### config.mk
export PLATFORM = sky130hd
export DESIGN_NAME = shr33_seq
export DESIGN_NICKNAME = d
export VERILOG_FILES = /design/src/rtl/shr33_pkg.sv /design/src/rtl/shr33_step.sv /design/src/rtl/shr33_seq.sv
export SDC_FILE = /design/constraint.sdc
export NUM_CORES = 1
export LEC_CHECK = 0
export BUFFER_PORTS_ARGS = -buffer_cell sky130_fd_sc_hd__buf_2
export CAP_MARGIN = 10
export CORE_MARGIN = 2
export CORE_UTILIZATION = 50
export CTS_BUF_LIST = sky130_fd_sc_hd__clkbuf_16
export DETAILED_ROUTE_END_ITERATION = 10
export PLACE_DENSITY_LB_ADDON = 0.25
export SLEW_MARGIN = 15
export SYNTH_ARGS = -nofsm -noshare
export SYNTH_HDL_FRONTEND = slang
export SYNTH_HIERARCHICAL = 1
export SYNTH_SLANG_ARGS = --single-unit
### constraint.sdc
create_clock -name clk -period 3.02 [get_ports clk]
set_input_delay 0 -clock clk [delete_from_list [all_inputs] [get_ports clk]]
set_output_delay 0 -clock clk [all_outputs]
set_load 0.005 [all_outputs]
### src/rtl/shr33_pkg.sv
// Shared constants and state encoding for the sequential 33-bit right shifter.
package shr33_pkg;
    localparam int WIDTH     = 33;
    localparam int MAX_SHIFT = 33;
    localparam int STEP_MAX  = 3;

    localparam logic [1:0] S_IDLE  = 2'b00;
    localparam logic [1:0] S_SHIFT = 2'b01;
    localparam logic [1:0] S_DONE  = 2'b10;
endpackage

### src/rtl/shr33_step.sv
// Combinational 0..3-bit right shift with a fill bit, one 4:1 mux per output bit.
import shr33_pkg::*;

module shr33_step (
    input  logic [WIDTH-1:0] d_in,
    input  logic             fill,
    input  logic [1:0]       step,
    output logic [WIDTH-1:0] d_out
);
    logic [WIDTH+2:0] ext;

    // Fill bits sit above the MSB so every bit indexes the same way.
    assign ext = {{3{fill}}, d_in};

    for (genvar i = 0; i < WIDTH; i++) begin : g_bit
        assign d_out[i] = step[1] ? (step[0] ? ext[i+3] : ext[i+2])
                                  : (step[0] ? ext[i+1] : ext[i]);
    end
endmodule

### src/rtl/shr33_seq.sv
// Multi-cycle logical/arithmetic right shifter: up to STEP_MAX bits per SHIFT cycle.
import shr33_pkg::*;

module shr33_seq #(
    parameter int WIDTH    = 33,
    parameter int STEP_MAX = 3
) (
    input  logic             clk,
    input  logic             reset_n,
    input  logic             start,
    input  logic [WIDTH-1:0] d_in,
    input  logic [5:0]       shamt,
    input  logic             arith,
    output logic [WIDTH-1:0] d_out,
    output logic             busy,
    output logic             done
);
    logic [1:0]       state;
    logic [WIDTH-1:0] data;
    logic [WIDTH-1:0] shifted;
    logic             fill;
    logic [5:0]       rem;
    logic [5:0]       shamt_clip;
    logic [1:0]       step;

    assign shamt_clip = (shamt > 6'(MAX_SHIFT)) ? 6'(MAX_SHIFT) : shamt;
    assign step       = (rem > 6'(STEP_MAX)) ? 2'(STEP_MAX) : rem[1:0];

    shr33_step u_step (
        .d_in  (data),
        .fill  (fill),
        .step  (step),
        .d_out (shifted)
    );

    always_ff @(posedge clk or negedge reset_n) begin
        if (!reset_n) begin
            state <= S_IDLE;
            data  <= '0;
            fill  <= 1'b0;
            rem   <= '0;
        end else begin
            case (state)
                S_IDLE: begin
                    if (start) begin
                        data  <= d_in;
                        fill  <= arith & d_in[WIDTH-1];
                        rem   <= shamt_clip;
                        state <= (shamt_clip == 6'd0) ? S_DONE : S_SHIFT;
                    end
                end
                S_SHIFT: begin
                    data <= shifted;
                    rem  <= rem - {4'b0, step};
                    // Leave on the edge that applies the last partial/full step.
                    if (rem <= 6'(STEP_MAX))
                        state <= S_DONE;
                end
                S_DONE:  state <= S_IDLE;
                default: state <= S_IDLE;
            endcase
        end
    end

    assign d_out = data;
    assign busy  = (state == S_SHIFT) || (state == S_DONE);
    assign done  = (state == S_DONE);
endmodule

==> key figures <==
STA
  • Final WS setup: 0.350 ns
  • Max_slew headroom: 0.347
  • RSZ-0062 raised after global routing: false
  • Slew Limit Fails: 0
  • Max frequency: 375 MHz
  • Fin. Hold Viols: 0
  • Setup_tns: 0 ns
  • Number of setup violations in the final report: 0
  • Hold Slack: 0.00121 ns
  • Least-Margin Pin Slew: 0.979 ns
  • Clock Skew: 0.00448 ns
  • Final period util: 0.884
  • Min cycle time layout: 2.67 ns

Run status
  • Outcome: finished, final reports clean

Logic synthesis
  • Synthesis Warnings: 6
  • Mapped Area: 2980 µm²
  • Count of cell types in the netlist: 40
  • Post-synth net total: 304
  • Most common flop cell mapped by yosys: dfrtp_1
  • Post-synthesis sequential area ratio: 0.352
  • Cells after Synth: 257
  • Asr flop ratio synth: 1.00
  • #FFs+latches synth: 42
  • Number of synthesized flops with an enable pin: 0
  • Mean Syn Cell Area: 11.6 µm²

Drt
  • Post-route ant nets: 0
  • Met1 wire length: 2.78 mm
  • Drt first pass iters: 4
  • DR top layer: met4
  • Via count: 2337
  • Wirelength, routed: 6.43 mm
  • Wire length on met3: 379 µm
  • DRC viols: 0
  • 1st-iter DRT viols: 107
  • Avg Vias per Cell: 5.81
  • Post-DR wirelength/cell: 16.0 µm
  • Routed wl met2: 3.25 mm

Global routing
  • Antenna violations before repair: 0
  • Largest net degree at the start of global routing: 45
  • Total GRT Usage: 0.209
  • Total gr overflow: 0
  • First-pass GRT wire length: 10.7 mm
  • Vias in the first global route: 2259

Pwr
  • Pwr/cell area: 1080 nW/µm²
  • Peak supply drop: 0.000536 V
  • Design Power: 3.83 mW
  • Leak pwr: 1.63 nW

Floorplanning
  • Die ar.: 6600 µm²
  • Core Area: 5850 µm²
  • Num ports: 78
  • Die Ht: 81.3 µm
  • Starting density of the core: 0.510
  • Row count: 28
  • Width of the die: 81.3 µm

Place
  • PortBufs: 77
  • Pre-CTS setup slack: 0.347 ns
  • DPL Wire Length: 4.46 mm
  • Placed inst area: 3380 µm²
  • Placer Congestion: 0.807

Clocking
  • CTS root buffer: clkbuf_16
  • CTS tree: done
  • Htree depth: 2
  • CTS Buf Count: 5
  • Longest Clk Path Bufs: 2
  • Post-CTS setup buffer count: 0
  • Worst skew pair latency: 0.28 ns
  • # clock sinks: 42
  • Clock Pin Slew Worst Setup and Hold Paths: 0.06 ns

Cells and area
  • Area grow syn2layout: 19.3%
  • Layout Cell Area excl Fill: 3560 µm²
  • Area occupied by multi-input gates: 1770 µm²
  • Storage cell area: 1050 µm²
  • N_diodes: 0
  • Filler cell count: 480
  • Share of layout cells above drive strength 1: 0.388
  • Final nets: 373

Worst setup path
  • WP data arrival: 2.82 ns
  • Worst setup SP type: register
  • Critical path class: reg2reg
  • Critical path capture point type: register
  • Critical Path RT: 3.17 ns
  • Maximum fanout along the worst path: 19

Min path
  • HP Class: in2reg

Run
  • Max-cap violation count: 0
==> critical path, cell delays in order, from the launching register on <==
cell      delay (ns)
dfrtp_1         0.44
nor4_1          0.59
nand2b_2        0.46
buf_12          0.31
mux2_2          0.27
mux2_2          0.26
mux2i_1         0.12
o21ai_0         0.08
==> synth_stat cells, types with 2 or more instances <==
library cell	n	area, µm²
dfrtp_1	42	1050
o21ai_0	40	200
nand2_1	39	146
mux2i_1	34	340
mux4_2	29	653
buf_2	13	65.1
a21oi_1	5	25.0
ha_1	4	50.1
inv_1	4	15.0
nand2b_1	4	25.0
buf_12	3	60.1
clkbuf_1	3	11.3
mux2_2	3	33.8
buf_6	2	22.5
mux4_1	2	52.6
nor2_1	2	7.51
nor3_1	2	10.0
nor3b_1	2	15.0
o41ai_1	2	17.5
or2_2	2	12.5
==> cells in the final DEF (no fill, tap or decap), types with 3 or more instances in the layout <==
cell | netlist | layout
buf_2 | 13 | 77
dfrtp_1 | 42 | 42
o21ai_0 | 40 | 40
nand2_1 | 39 | 39
mux2i_1 | 34 | 33
mux4_2 | 29 | 29
inv_1 | 4 | 6
a21oi_1 | 5 | 5
clkbuf_16 | 0 | 5
nand2b_1 | 4 | 3
ha_1 | 4 | 3
buf_4 | 1 | 3
mux2_2 | 3 | 3
==> sequential cells by signal, indices dropped and copies added (netlist names) <==
name	count
d_out	33
rem	6
state	2
fill	1
==> metrics by stage <==
step                      utilization  instances
after floorplan                     -        257
after global placement          0.577        392
after detailed placement        0.577        392
after CTS                       0.608        402
after global routing            0.608        402
final                           0.608        402
==> power by group <==
group          switching (mW)  internal, mW
Clock                   0.213         0.384
Sequential              0.366         0.839
Combinational           0.891          1.14
Total                    1.47          2.36
==> timing repair <==
action,in CTS,in global routing
endpoints found under the hold margin,43,0
resized for setup,0,0
hold buffers,2,0
==> final timing paths <==
path                                from        end  slack, ns  cells past startpoint
worst max-delay path              rem[3]  d_out[31]       0.35                      7
worst min-delay path            d_in[23]  d_out[23]      0.001                      3
worst max register to register    rem[3]  d_out[31]       0.35                      7
worst min register to register  d_out[0]   d_out[0]       0.53                      2
max in group asynchronous        reset_n  d_out[29]       2.00                      2
min in group asynchronous        reset_n   d_out[0]       0.42                      2
==> cells by family after synthesis <==
kind of cell / count (synthesis) / synth area share
buffers and inverters: 26 / 0.0608
flip-flops: 42 / 0.352
AND/OR/NAND/NOR: 57 / 0.0897
adder cells (fa/ha/maj): 4 / 0.0168
multiplexers: 68 / 0.362
AO/OA/AOI/OAI: 60 / 0.119
==> area by class of cell <==
| class | count | share of cell area |
|---|---|---|
| multi-input combinational | 189 | 0.497 |
| sequential | 42 | 0.295 |
| timing repair buffer | 84 | 0.131 |
| clock buffer | 5 | 0.0351 |
| tap | 75 | 0.0264 |
| clock inverter | 3 | 0.0105 |
| inverter | 4 | 0.00422 |
==> layer usage <==
layer,global-route usage,vias to the layer above
met4,0.0407,0
met2,0.350,72
met5,0,-
li1,-,1114
met1,0.283,1149
met3,0.0456,2
Note: power is estimated with default switching activity, not from simulation.
